### src/rtl/echo_arb_pkg.sv
// Shared definitions for the echo arbiter slice: tag FIFO depth,
// tag type identifying which requester issued a say, and pointer width.
package echo_arb_pkg;

    // Maximum number of says that may be outstanding at the shared echo.
    // Must be a power of two and at least 2 so pointers wrap for free.
    localparam int TAG_DEPTH = 4;

    // Width of the FIFO read/write pointers for the default depth.
    localparam int PTR_W = $clog2(TAG_DEPTH);

    // One bit is enough to name either of the two requesters.
    typedef logic tag_t;

    localparam tag_t TAG_REQ0 = 1'b0;
    localparam tag_t TAG_REQ1 = 1'b1;

endpackage

### src/rtl/echo_tag_fifo.sv
// Tag FIFO: remembers which requester issued each outstanding say so
// that responses coming back from the echo can be routed in issue order.
// The head tag is read combinationally so routing happens in the same
// cycle the response is presented.
module echo_tag_fifo
    import echo_arb_pkg::*;
#(
    parameter int DEPTH = TAG_DEPTH
) (
    input  logic                       CLK,
    input  logic                       nRST,
    input  logic                       push,
    input  tag_t                       push_tag,
    input  logic                       pop,
    output tag_t                       head,
    output logic                       full,
    output logic                       empty,
    output logic [$clog2(DEPTH):0]     count
);

    localparam int PW = $clog2(DEPTH);
    localparam logic [PW-1:0] PTR_ONE   = PW'(1);
    localparam logic [PW:0]   CNT_ONE   = (PW + 1)'(1);
    localparam logic [PW:0]   CNT_DEPTH = (PW + 1)'(DEPTH);

    tag_t          mem_reg [DEPTH];
    logic [PW-1:0] wr_ptr_reg;
    logic [PW-1:0] rd_ptr_reg;
    logic [PW:0]   count_reg;
    logic [PW:0]   count_next;
    logic          push_ok;
    logic          pop_ok;

    // Never overwrite a live entry or pop a stale one, whatever the caller does.
    assign push_ok = push & ~full;
    assign pop_ok  = pop & ~empty;

    assign full  = (count_reg == CNT_DEPTH);
    assign empty = (count_reg == '0);
    assign count = count_reg;
    assign head  = mem_reg[rd_ptr_reg];

    // Tag storage is not reset; the pointers alone define which entries are live.
    always_ff @(posedge CLK) begin
        if (push_ok) begin
            mem_reg[wr_ptr_reg] <= push_tag;
        end
    end

    // Occupancy: a simultaneous push and pop leaves the count unchanged.
    always_comb begin
        count_next = count_reg;
        case ({push_ok, pop_ok})
            2'b10:   count_next = count_reg + CNT_ONE;
            2'b01:   count_next = count_reg - CNT_ONE;
            default: count_next = count_reg;
        endcase
    end

    // Pointers and count; power-of-two depth lets the pointers wrap naturally.
    always_ff @(posedge CLK) begin
        if (!nRST) begin
            wr_ptr_reg <= '0;
            rd_ptr_reg <= '0;
            count_reg  <= '0;
        end else begin
            if (push_ok) begin
                wr_ptr_reg <= wr_ptr_reg + PTR_ONE;
            end
            if (pop_ok) begin
                rd_ptr_reg <= rd_ptr_reg + PTR_ONE;
            end
            count_reg <= count_next;
        end
    end

endmodule

### src/rtl/echo_arbiter.sv
// Two-requester round-robin arbiter in front of a shared echo service.
// Says are forwarded combinationally; the issuing requester is queued in
// a tag FIFO so each response is routed back to whoever asked, in order.
module echo_arbiter
    import echo_arb_pkg::*;
(
    input  logic        CLK,
    input  logic        nRST,
    input  logic        say0__ENA,
    input  logic [31:0] say0_v,
    output logic        say0__RDY,
    input  logic        say1__ENA,
    input  logic [31:0] say1_v,
    output logic        say1__RDY,
    output logic        echo_say__ENA,
    output logic [31:0] echo_say_v,
    input  logic        echo_say__RDY,
    input  logic        heard__ENA,
    input  logic [31:0] heard_v,
    output logic        heard__RDY,
    output logic        ind0_heard__ENA,
    output logic [31:0] ind0_heard_v,
    input  logic        ind0_heard__RDY,
    output logic        ind1_heard__ENA,
    output logic [31:0] ind1_heard_v,
    input  logic        ind1_heard__RDY
);

    tag_t                 prio_reg;
    tag_t                 prio_next;
    tag_t                 head;
    logic                 full;
    logic                 empty;
    logic [PTR_W:0]       count;
    logic                 base;
    logic                 pop;
    logic [1:0]           say_ena;
    logic [1:0]           say_rdy;
    logic [1:0]           accept;
    logic [1:0]           ind_rdy;
    logic [1:0]           ind_ena;

    assign say_ena = {say1__ENA, say0__ENA};
    assign ind_rdy = {ind1_heard__RDY, ind0_heard__RDY};

    // A say may only go out when the echo is ready and a tag slot is free;
    // a pop in the same cycle does not free a slot early.
    assign base = echo_say__RDY & ~full & nRST;

    genvar gi;
    generate
        for (gi = 0; gi < 2; gi++) begin : g_req
            // Requester wins if it holds priority or the other one is idle.
            assign say_rdy[gi] = base & ((prio_reg == tag_t'(gi)) | ~say_ena[1 - gi]);
            assign accept[gi]  = say_ena[gi] & say_rdy[gi];
            // Only the requester named by the head tag sees the response.
            assign ind_ena[gi] = heard__ENA & heard__RDY & (head == tag_t'(gi));
        end
    endgenerate

    assign say0__RDY = say_rdy[0];
    assign say1__RDY = say_rdy[1];

    assign echo_say__ENA = accept[0] | accept[1];
    assign echo_say_v    = accept[1] ? say1_v : say0_v;

    // Responses wait at the echo until a tag is outstanding and its owner is ready.
    assign heard__RDY = nRST & ~empty & ind_rdy[head];
    assign pop        = heard__ENA & heard__RDY;

    assign ind0_heard__ENA = ind_ena[0];
    assign ind1_heard__ENA = ind_ena[1];
    assign ind0_heard_v    = heard_v;
    assign ind1_heard_v    = heard_v;

    // Round-robin: after serving one requester, hand priority to the other.
    always_comb begin
        prio_next = prio_reg;
        if (accept[0]) begin
            prio_next = TAG_REQ1;
        end else if (accept[1]) begin
            prio_next = TAG_REQ0;
        end
    end

    // Priority pointer register.
    always_ff @(posedge CLK) begin
        if (!nRST) begin
            prio_reg <= TAG_REQ0;
        end else begin
            prio_reg <= prio_next;
        end
    end

    echo_tag_fifo #(
        .DEPTH (TAG_DEPTH)
    ) u_tag_fifo (
        .CLK      (CLK),
        .nRST     (nRST),
        .push     (echo_say__ENA),
        .push_tag (accept[1] ? TAG_REQ1 : TAG_REQ0),
        .pop      (pop),
        .head     (head),
        .full     (full),
        .empty    (empty),
        .count    (count)
    );

    // Occupancy is exposed by the FIFO for debug; the arbiter only needs full/empty.
    logic count_unused;
    assign count_unused = ^count;

endmodule

### config.mk
export PLATFORM = sky130hd
export DESIGN_NAME = echo_arbiter
export DESIGN_NICKNAME = d
export VERILOG_FILES = /design/src/rtl/echo_arb_pkg.sv /design/src/rtl/echo_tag_fifo.sv /design/src/rtl/echo_arbiter.sv
export SDC_FILE = /design/constraint.sdc
export NUM_CORES = 1
export LEC_CHECK = 0
export BUFFER_PORTS_ARGS = -buffer_cell sky130_fd_sc_hd__buf_2
export CAP_MARGIN = 20
export CORE_AREA = 2 2 79 81
export CTS_CLUSTER_SIZE = 8
export DETAILED_ROUTE_END_ITERATION = 10
export DIE_AREA = 0 0 81 83
export PLACE_DENSITY_LB_ADDON = 0.25
export SYNTH_ARGS = -nofsm -noshare
export SYNTH_HDL_FRONTEND = slang
export SYNTH_SLANG_ARGS = --single-unit
### constraint.sdc
create_clock -name CLK -period 6.1 [get_ports CLK]
set_input_delay 1.22 -clock CLK [delete_from_list [all_inputs] [get_ports CLK]]
set_output_delay 1.22 -clock CLK [all_outputs]
set_load 0.02 [all_outputs]
==> results of run 1 <==
## cell usage in the layout, fill, tap and decap left out
master / instances
buf_2: 109
mux2_2: 32
dfxtp_1: 10
inv_1: 8
nor2_1: 8
and2_1: 6
ha_1: 5
edfxtp_1: 4
nand2_1: 3
mux2i_1: 3
a21oi_1: 3
clkbuf_8: 3
xor2_1: 2
diode_2: 1
mux4_2: 1
mux2i_2: 1
o31ai_1: 1
nor3b_4: 1
a21oi_2: 1
nand2b_1: 1
nand3_2: 1
a211oi_2: 1
and2b_1: 1
a21boi_0: 1
o311ai_0: 1
o41ai_1: 1
a311oi_1: 1
o21ai_0: 1
or3_1: 1
xnor2_1: 1
fa_1: 1
clkbuf_1: 1
## cell families after synthesis
logic type	after synthesis	synth area share, %
AO/OA/AOI/OAI	11	5.19
flip-flops	14	20.1
AND/OR/NAND/NOR	22	8.02
XOR/XNOR	3	1.65
adder cells (fa/ha/maj)	6	5.19
buffers and inverters	75	33.0
multiplexers	37	26.8
## through the flow
| stage | util (%) | setup WS (ns) | instance area [µm²] |
|---|---|---|---|
| 2_1_floorplan | - | 2.73 | 1590 |
| 3_3_place_gp | 29.8 | 1.86 | 1740 |
| 3_5_place_dp | 29.8 | 1.81 | 1740 |
| 4_1_cts | 30.6 | 1.80 | 1780 |
| 5_1_grt | 30.6 | 1.70 | 1780 |
| 6_report | 30.7 | 1.88 | 1780 |
## per-layer routing
layer | global-route usage (%) | vias to the layer above | wire (µm)
met3 | 4.89 | 15 | 462
li1 | - | 595 | -
met5 | 0 | - | 0
met2 | 17.8 | 83 | 1810
met4 | 5.39 | 0 | 133
met1 | 11.6 | 486 | 1360
## final cells by class
class,instances,share of cell area (%)
diodes,1,0.140
inverters,8,1.68
repair buffers,109,30.6
well taps,75,5.26
multi-input cells,79,41.8
flip-flops and latches,14,18.0
clock buffers,4,2.53
## worst max-delay path by stage
stage                     startpoint        endpoint  slack [ns]  depth (start not counted)
after floorplan                 nRST   echo_say_v[0]        2.73                          5
after global placement          nRST  echo_say_v[15]        1.86                          6
after detailed placement        nRST  echo_say_v[24]        1.81                          6
after CTS                       nRST  echo_say_v[24]        1.80                          6
after global routing            nRST  echo_say_v[24]        1.70                          6
final                           nRST  echo_say_v[24]        1.88                          6
## power groups by stage
stage                     clock network, W  logic (W)  registers (W)
final                            0.0000777  0.0000946       0.000102
after global routing             0.0000887   0.000104       0.000102
after CTS                        0.0000814  0.0000963       0.000102
after detailed placement                 0  0.0000957       0.000104
after global placement                   0  0.0000955       0.000104
after floorplan                          0   0.000117       0.000103
## worst max-delay path, delay by kind of cell
| kind | cells | cell delay (ns) |
|---|---|---|
| AOI/OAI and AO/OA | 1 | 0.21 |
| buffers and inverters | 2 | 0.29 |
| muxes | 1 | 0.53 |
| and+or+nand+nor | 2 | 0.74 |
==> metrics.cfg, run 1 <==
[clock_network]
clock_path_buffers=2
post_cts_buffers=0
cts.sinks=14
path_clk_slew_ns=0.06
cts-htree-levels=1
clockRootBuffer=clkbuf_8
holdBufCountCts=0
cts_made_buffers=3
cts_tree=built
cts-resized-gates=0
worstSkewPairLatency_ns=0.24

[die]
ioPinCount=206
initial_utilization_pct=27.4
fp.dieH_um=83
die_w_um=81
std_cell_rows=28
die-area_um2=6720
core_area_um2=5820

[place]
dp_hpwl_um=3280
dp_cells=285
portBuffers=109
gp_congestion=0.709

[global_route]
grt_max_degree=34
grt-ovfl-total=0
grt_usage_pct=10.9
grt_pass1_vias=1101
grt_pass1_wl_um=5630
grt_antenna_before_repair=0

[power]
power_w=0.000274
leakage_nw=0.874
swShare_pct=30.2
p_switching_w=0.0000827
p_comb_share_pct=34.5
p_int_w=0.000191
seq_power_share_pct=37.1
p_clk_share_pct=28.4
power_density_nw_per_um2=154
peakVddDrop_mv=0.0489

[setup_path]
critical_path_arrival_ns=3.00
worstReg2RegStart=u_tag_fifo.mem_reg[3]
end_kind=output pin
cp_slowest_stage_delay_ns=0.64
crit_path_start_kind=input pin
reg2reg_setup_slack_ns=3.37
crit_required_ns=4.88
slowest_stage=nand3_2
r2r_end=u_tag_fifo.count[2]
crit_chain=buf_2 > nand2_1 > a21oi_2 > nand3_2 > mux2_2 > buf_2
crit_path_max_fanout=33
reg2regPathDepth=9
cp_common_cell=buf_2
path_class=in -> out

[layout]
ff_latch_area_um2=320
finalNonFillerCells=290
area_growth_pct=12.0
drive_gt1_share_pct=70.1
multi_input_comb_area_um2=746
fillers=659
fin_nets=325

[synthesis]
synth_edf_count=4
syn_area_per_cell_um2=9.47
synth_area_leaders=buf_4 (30%), mux2_2 (23%), dfxtp_1 (13%)
yosys.area.top_type=buf_4
synth.top_cell.area_share_pct=30.2
syn_inst=168
synthFlopType=dfxtp_1
synth.distinct_cells=30
synth.cells.most_frequent=buf_4 (64), mux2_2 (32), dfxtp_1 (10), inv_1 (8), nor2_1 (8)
synth_warnings=0
syn_area_um2=1590
synth_fp_nets=278
ys_ff_latch=14
yosysMostFrequentCell=buf_4
synthArstFlopShare_pct=0
seq_area_frac_synth_pct=20.1

[detailed_routing]
dr_total_vias=1179
drc_errors=0
wl_per_cell_um=13.0
ant_nets=0
drt_first_pass_iters=3
drt_iter0_drc=37
vias_per_cell=4.07
wl_um=3770

[hold_path]
min_path_type=reg -> reg
worstHoldStart=u_tag_fifo.rd_ptr_reg[1]
min_path_cells=1

[run_status]
status=finished clean

[sta]
tightestPinTransition_ns=0.770
hold_viol=0
slew_headroom_pct=48.6
fin_hold_ws_ns=0.479
fmax_ghz=0.237
setup_viol=0
fin_crit_sh_pct=69.2
grt_setup_unrepaired=no
fin_crit_ns=4.22
final_max_slew_viol_count=0
skew_ns=0.00260
tns_ns=0

[run]
cap_violations=0

Power figures use the tool's default switching activity.
==> run 2: changes to the inputs <==
Settings changed: CORE_AREA 2 2 79 81 to 2 2 80 82, DIE_AREA 0 0 81 83 to 0 0 82 84.
Clock period 6.1 ns to 3.85 ns, I/O delays scaled along.
==> metrics.cfg, run 2 (synthesis results as in run 1) <==
[clock_network]
clockRootBuffer=clkbuf_8  ; unchanged
clock_path_buffers=2  ; unchanged
path_clk_slew_ns=0.06  ; about the same
cts.sinks=14  ; unchanged
cts-htree-levels=1  ; unchanged
cts-resized-gates=0  ; unchanged
worstSkewPairLatency_ns=0.25  ; was 0.24 ns
post_cts_buffers=0  ; unchanged
cts_tree=built  ; unchanged
cts_made_buffers=3  ; unchanged
holdBufCountCts=0  ; unchanged

[layout]
final_cell_mix=buf_2 (109), mux2_2 (32), dfxtp_1 (10), inv_1 (8), nor2_1 (8)  ; unchanged
mostFrequentLayoutCell=buf_2  ; unchanged
fin_nets=326  ; was 325
area_growth_pct=13.3  ; was 12.0%
multi_input_comb_area_um2=746  ; unchanged
fillers=658  ; was 659
n_antenna_cell=0  ; was 1
ff_latch_area_um2=320  ; unchanged
postLayoutCoreUtil_pct=29.6  ; was 30.7%
drive_gt1_share_pct=70.2  ; was 70.1%

[setup_path]
crit_start=nRST  ; unchanged
reg2reg_setup_slack_ns=1.11  ; was 3.37 ns
path_class=in -> out  ; unchanged
critical_path_arrival_ns=2.36  ; was 3.00 ns
end_kind=output pin  ; unchanged
r2r_end=u_tag_fifo.count[2]  ; unchanged
crit_path_max_fanout=19  ; was 33
crit_path_start_kind=input pin  ; unchanged
crit_chain=buf_2 > nand2_1 > a21oi_2 > nand3_2 > buf_12 > mux2_2 > buf_2  ; was buf_2 > nand2_1 > a21oi_2 > nand3_2 > mux2_2 > buf_2
crit_required_ns=3.08  ; was 4.88 ns
worstReg2RegStart=u_tag_fifo.mem_reg[3]  ; unchanged
reg2regPathDepth=9  ; unchanged
cp_slowest_stage_delay_ns=0.39  ; was 0.64 ns
slowest_stage=nand3_2  ; unchanged
cp_common_cell=buf_2  ; unchanged

[place]
dp_hpwl_um=3170  ; was 3280 µm
portBuffers=109  ; unchanged
gp_congestion=0.691  ; was 0.709

[sta]
fin_hold_ws_ns=0.457  ; was 0.479 ns
grt_setup_unrepaired=no  ; unchanged
fmax_ghz=0.319
fin_crit_sh_pct=81.4
skew_ns=0.00446  ; was 0.00260 ns
fin_crit_ns=3.13
tns_ns=0  ; unchanged
hold_viol=0  ; unchanged
final_max_slew_viol_count=0  ; unchanged
setup_viol=0  ; unchanged
tightestPinTransition_ns=0.694  ; was 0.770 ns
slew_headroom_pct=53.3  ; was 48.6%

[global_route]
grt_usage_pct=10.7  ; was 10.9%
grt-ovfl-total=0  ; unchanged
grt_antenna_before_repair=0  ; unchanged
grt_pass1_vias=1201  ; was 1,101
grt_max_degree=20  ; was 34
grt_pass1_wl_um=5690  ; was 5630 µm

[hold_path]
hold_path_end=u_tag_fifo.rd_ptr_reg[1]
min_path_type=reg -> reg  ; unchanged
min_path_cells=1  ; unchanged
worstHoldStart=u_tag_fifo.rd_ptr_reg[1]  ; unchanged

[run]
cap_violations=0  ; unchanged

[detailed_routing]
vias_per_cell=4.09  ; was 4.07
drt_iter0_drc=22  ; was 37
routed-wl-met2_um=1820  ; was 1810 µm
drc_errors=0  ; unchanged
wl_um=3650  ; was 3770 µm
top_layer=met4  ; unchanged
wirelength_met1_um=1360  ; about the same
dr_wl_met3_um=405  ; was 462 µm
ant_nets=0  ; unchanged
drt_first_pass_iters=2  ; was 3
dr_total_vias=1193  ; was 1,179
wl_per_cell_um=12.5  ; was 13.0 µm

[run_status]
status=finished clean  ; unchanged

[die]
fp.dieH_um=84  ; was 83 µm
die_w_um=82  ; was 81 µm
initial_utilization_pct=26.1  ; was 27.4%
die-area_um2=6890  ; was 6720 µm²
core_area_um2=6100  ; was 5820 µm²
ioPinCount=206  ; unchanged
std_cell_rows=29  ; was 28

[power]
leakage_nw=0.885  ; was 0.874 nW
power_density_nw_per_um2=243  ; was 154 nW/µm²
peakVddDrop_mv=0.128  ; was 0.0489 mV

-- run 2: cell types whose count changed in the layout (fill, tap and decap cells not counted), sizes merged --
cell    delta
clkbuf     -1
clkinv     +1
diode      -1
buf        +1
-- run 2: area by class of cell --
cell class	count	area share (%)
tap	77	5.34
multi-input combinational	79	41.4
inverter	8	1.67
clock buffer	3	2.29
timing repair buffer	110	31.4
clock inverter	1	0.208
sequential	14	17.8
-- run 2: metal layers --
layer	track usage, %	vias to the layer above
met1	11.7	519
met4	5.15	0
met5	0	-
met3	3.57	8
li1	-	593
met2	18.0	73
-- run 2: worst max-delay path by stage --
stage and end:
2_1_floorplan u_tag_fifo.count[2], 3_3_place_gp echo_say_v[9], 3_5_place_dp echo_say_v[9], 4_1_cts echo_say_v[9], 5_1_grt echo_say_v[8], 6_report echo_say_v[8]
-- run 2: per-stage QoR --
step	area [µm²]	cells	total power, W	worst slack (ns)
after floorplan	1590	168	0.000349	1.27
after global placement	1760	288	0.000319	0.752
after detailed placement	1760	288	0.000320	0.693
after CTS	1800	292	0.000447	0.695
after global routing	1800	292	0.000467	0.605
final	1800	292	0.000438	0.716
-- run 2: power by group --
group,internal [W],total [W],switching [W]
combinational,0.0000745,0.000153,0.0000787
sequential,0.000157,0.000161,0.00000469
clock,0.0000706,0.000124,0.0000530
-- run 2: critical path, delay by kind of cell --
kind / cells / cell delay (ns)
AOI/OAI and AO/OA: 1 / 0.23
and+or+nand+nor: 2 / 0.50
muxes: 1 / 0.28
buffers and inverters: 3 / 0.58
==> run 3: changes to the inputs <==
Settings changed: ABC_AREA from default to 1.
Clock period 3.85 ns to 2.9 ns, I/O delays scaled along.
==> metrics.cfg, run 3 <==
[run_status]
status=finished clean  ; unchanged

[sta]
fmax_ghz=0.429
tns_ns=0  ; unchanged
setup_viol=0  ; unchanged
fin_crit_sh_pct=80.3
grt_setup_unrepaired=no  ; unchanged
tightestPinTransition_ns=0.346  ; was 0.694 ns
skew_ns=0.00233  ; was 0.00446 ns
final_max_slew_viol_count=0  ; unchanged
slew_headroom_pct=76.9  ; was 53.3%
hold_viol=0  ; unchanged
fin_crit_ns=2.33

[synthesis]
seq_area_frac_synth_pct=19.7  ; was 20.1%
ys_ff_latch=14  ; unchanged
synth_area_leaders=buf_4 (29%), nand2_1 (25%), dfxtp_1 (12%)  ; was buf_4 (30%), mux2_2 (23%), dfxtp_1 (13%)
synthArstFlopShare_pct=0  ; unchanged
synth.cells.most_frequent=nand2_1 (110), buf_4 (64), inv_1 (20), nor2_1 (14), dfxtp_1 (10)  ; was buf_4 (64), mux2_2 (32), dfxtp_1 (10), inv_1 (8), nor2_1 (8)
syn_inst=262  ; was 168
syn_area_um2=1630  ; was 1590 µm²
syn_area_per_cell_um2=6.22  ; was 9.47 µm²
synth.top_cell.area_share_pct=29.5  ; was 30.2%
yosys.area.top_type=buf_4  ; unchanged
synth.distinct_cells=21  ; was 30
synth_edf_count=4  ; unchanged
yosysMostFrequentCell=nand2_1  ; was buf_4
synthFlopType=dfxtp_1  ; unchanged
synth_fp_nets=372  ; was 278
synth_warnings=0  ; unchanged

[clock_network]
holdBufCountCts=0  ; unchanged
clockRootBuffer=clkbuf_8  ; unchanged
cts-resized-gates=0  ; unchanged
cts_tree=built  ; unchanged
post_cts_buffers=0  ; unchanged
clock_path_buffers=2  ; unchanged
cts.sinks=14  ; unchanged
cts_made_buffers=3  ; unchanged
worstSkewPairLatency_ns=0.24  ; was 0.25 ns
cts-htree-levels=1  ; unchanged
path_clk_slew_ns=0.06  ; about the same

[hold_path]
worstHoldStart=u_tag_fifo.count[0]  ; was u_tag_fifo.rd_ptr_reg[1]
min_path_cells=1  ; unchanged
min_path_type=reg -> reg  ; unchanged

[global_route]
grt_antenna_before_repair=0  ; unchanged
grt_max_degree=37  ; was 20
grt_pass1_vias=1434  ; was 1,201
grt_usage_pct=11.0  ; was 10.7%
grt_pass1_wl_um=6170  ; was 5690 µm
grt-ovfl-total=0  ; unchanged

[setup_path]
end_kind=output pin  ; unchanged
crit_required_ns=2.32  ; was 3.08 ns
crit_path_max_fanout=36  ; was 19
reg2reg_setup_slack_ns=0.70  ; was 1.11 ns
crit_start=nRST  ; unchanged
reg2regPathDepth=13  ; was 9
path_class=in -> out  ; unchanged
critical_path_arrival_ns=1.75  ; was 2.36 ns
crit_path_start_kind=input pin  ; unchanged

[layout]
final_cell_mix=nand2_1 (110), buf_2 (109), inv_1 (20), nor2_1 (14), dfxtp_1 (10)  ; was buf_2 (109), mux2_2 (32), dfxtp_1 (10), inv_1 (8), nor2_1 (8)
fillers=707  ; was 658
area_growth_pct=10.1  ; was 13.3%
mostFrequentLayoutCell=nand2_1  ; was buf_2
fin_nets=417  ; was 326
n_antenna_cell=0  ; unchanged
postLayoutCoreUtil_pct=29.4  ; was 29.6%
drive_gt1_share_pct=38.9  ; was 70.2%

[detailed_routing]
drt_first_pass_iters=4  ; was 2
wl_um=3800  ; was 3650 µm
drt_iter0_drc=19  ; was 22
wl_per_cell_um=9.92  ; was 12.5 µm
dr_total_vias=1505  ; was 1,193
drc_errors=0  ; unchanged
ant_nets=0  ; unchanged
vias_per_cell=3.93  ; was 4.09

[place]
dp_hpwl_um=3050  ; was 3170 µm
gp_congestion=0.729  ; was 0.691
portBuffers=109  ; unchanged

[die]
ioPinCount=206  ; unchanged
die_w_um=82  ; unchanged
core_area_um2=6100  ; unchanged
fp.dieH_um=84  ; unchanged
std_cell_rows=29  ; unchanged
die-area_um2=6890  ; unchanged
initial_utilization_pct=26.7  ; was 26.1%

[power]
power_density_nw_per_um2=336  ; was 243 nW/µm²
leakage_nw=1.08  ; was 0.885 nW
peakVddDrop_mv=0.124  ; was 0.128 mV

[run]
cap_violations=0  ; unchanged

run 3: power breakdown:
group	switching [W]	internal [W]
logic	0.000131	0.0000898
clock network	0.0000700	0.0000936
registers	0.00000742	0.000210
total	0.000208	0.000394
run 3: cell families after synthesis:
| family | after synthesis | share of synthesized area [%] |
|---|---|---|
| simple gates | 132 | 31.6 |
| buf+inv | 93 | 37.9 |
| compound gates | 16 | 5.15 |
| flops | 14 | 19.7 |
| fa+ha+maj | 6 | 5.07 |
| xor+xnor | 1 | 0.538 |
run 3: critical path: stages:
cell,delay (ns)
buf_2,0.15
nand2_1,0.08
a21oi_2,0.12
nand2_1,0.07
inv_2,0.07
nand2_4,0.06
inv_4,0.26
nand2_1,0.10
nand2_1,0.08
buf_2,0.16
run 3: per-layer routing:
| layer | vias up | share of wire, % | GRT usage [%] |
|---|---|---|---|
| li1 | 810 | - | - |
| met1 | 618 | 42 | 12.3 |
| met2 | 62 | 49 | 19.5 |
| met3 | 15 | 7.8 | 2.16 |
| met4 | 0 | 1.8 | 5.00 |
| met5 | - | 0 | 0 |
run 3: cell type report:
| class | count | area [µm²] | area share [%] |
|---|---|---|---|
| Multi-Input combinational cell | 155 | 691 | 38.5 |
| Tap cell | 77 | 96.3 | 5.37 |
| Timing Repair Buffer | 110 | 553 | 30.8 |
| Clock buffer | 3 | 41.3 | 2.30 |
| Clock inverter | 1 | 3.75 | 0.209 |
| Inverter | 23 | 88.8 | 4.95 |
| Sequential cell | 14 | 320 | 17.9 |
run 3: metrics by stage:
stage / cells / worst slack (ns) / cell area (µm²) / power [W] / hold slack, ns
detailed placement: 379 / 0.342 / 1750 / 0.000445 / 0.473
floorplan: 262 / 0.573 / 1630 / 0.000478 / 0.444
global route: 383 / 0.337 / 1790 / 0.000645 / 0.516
CTS: 383 / 0.525 / 1790 / 0.000610 / 0.488
finish: 383 / 0.570 / 1790 / 0.000602 / 0.486
global placement: 379 / 0.449 / 1750 / 0.000445 / 0.473
run 3: worst paths after layout:
check,to
max,echo_say_v[30]
min,u_tag_fifo.count[0]
max reg2reg,u_tag_fifo.count[2]
min reg2reg,u_tag_fifo.count[0]
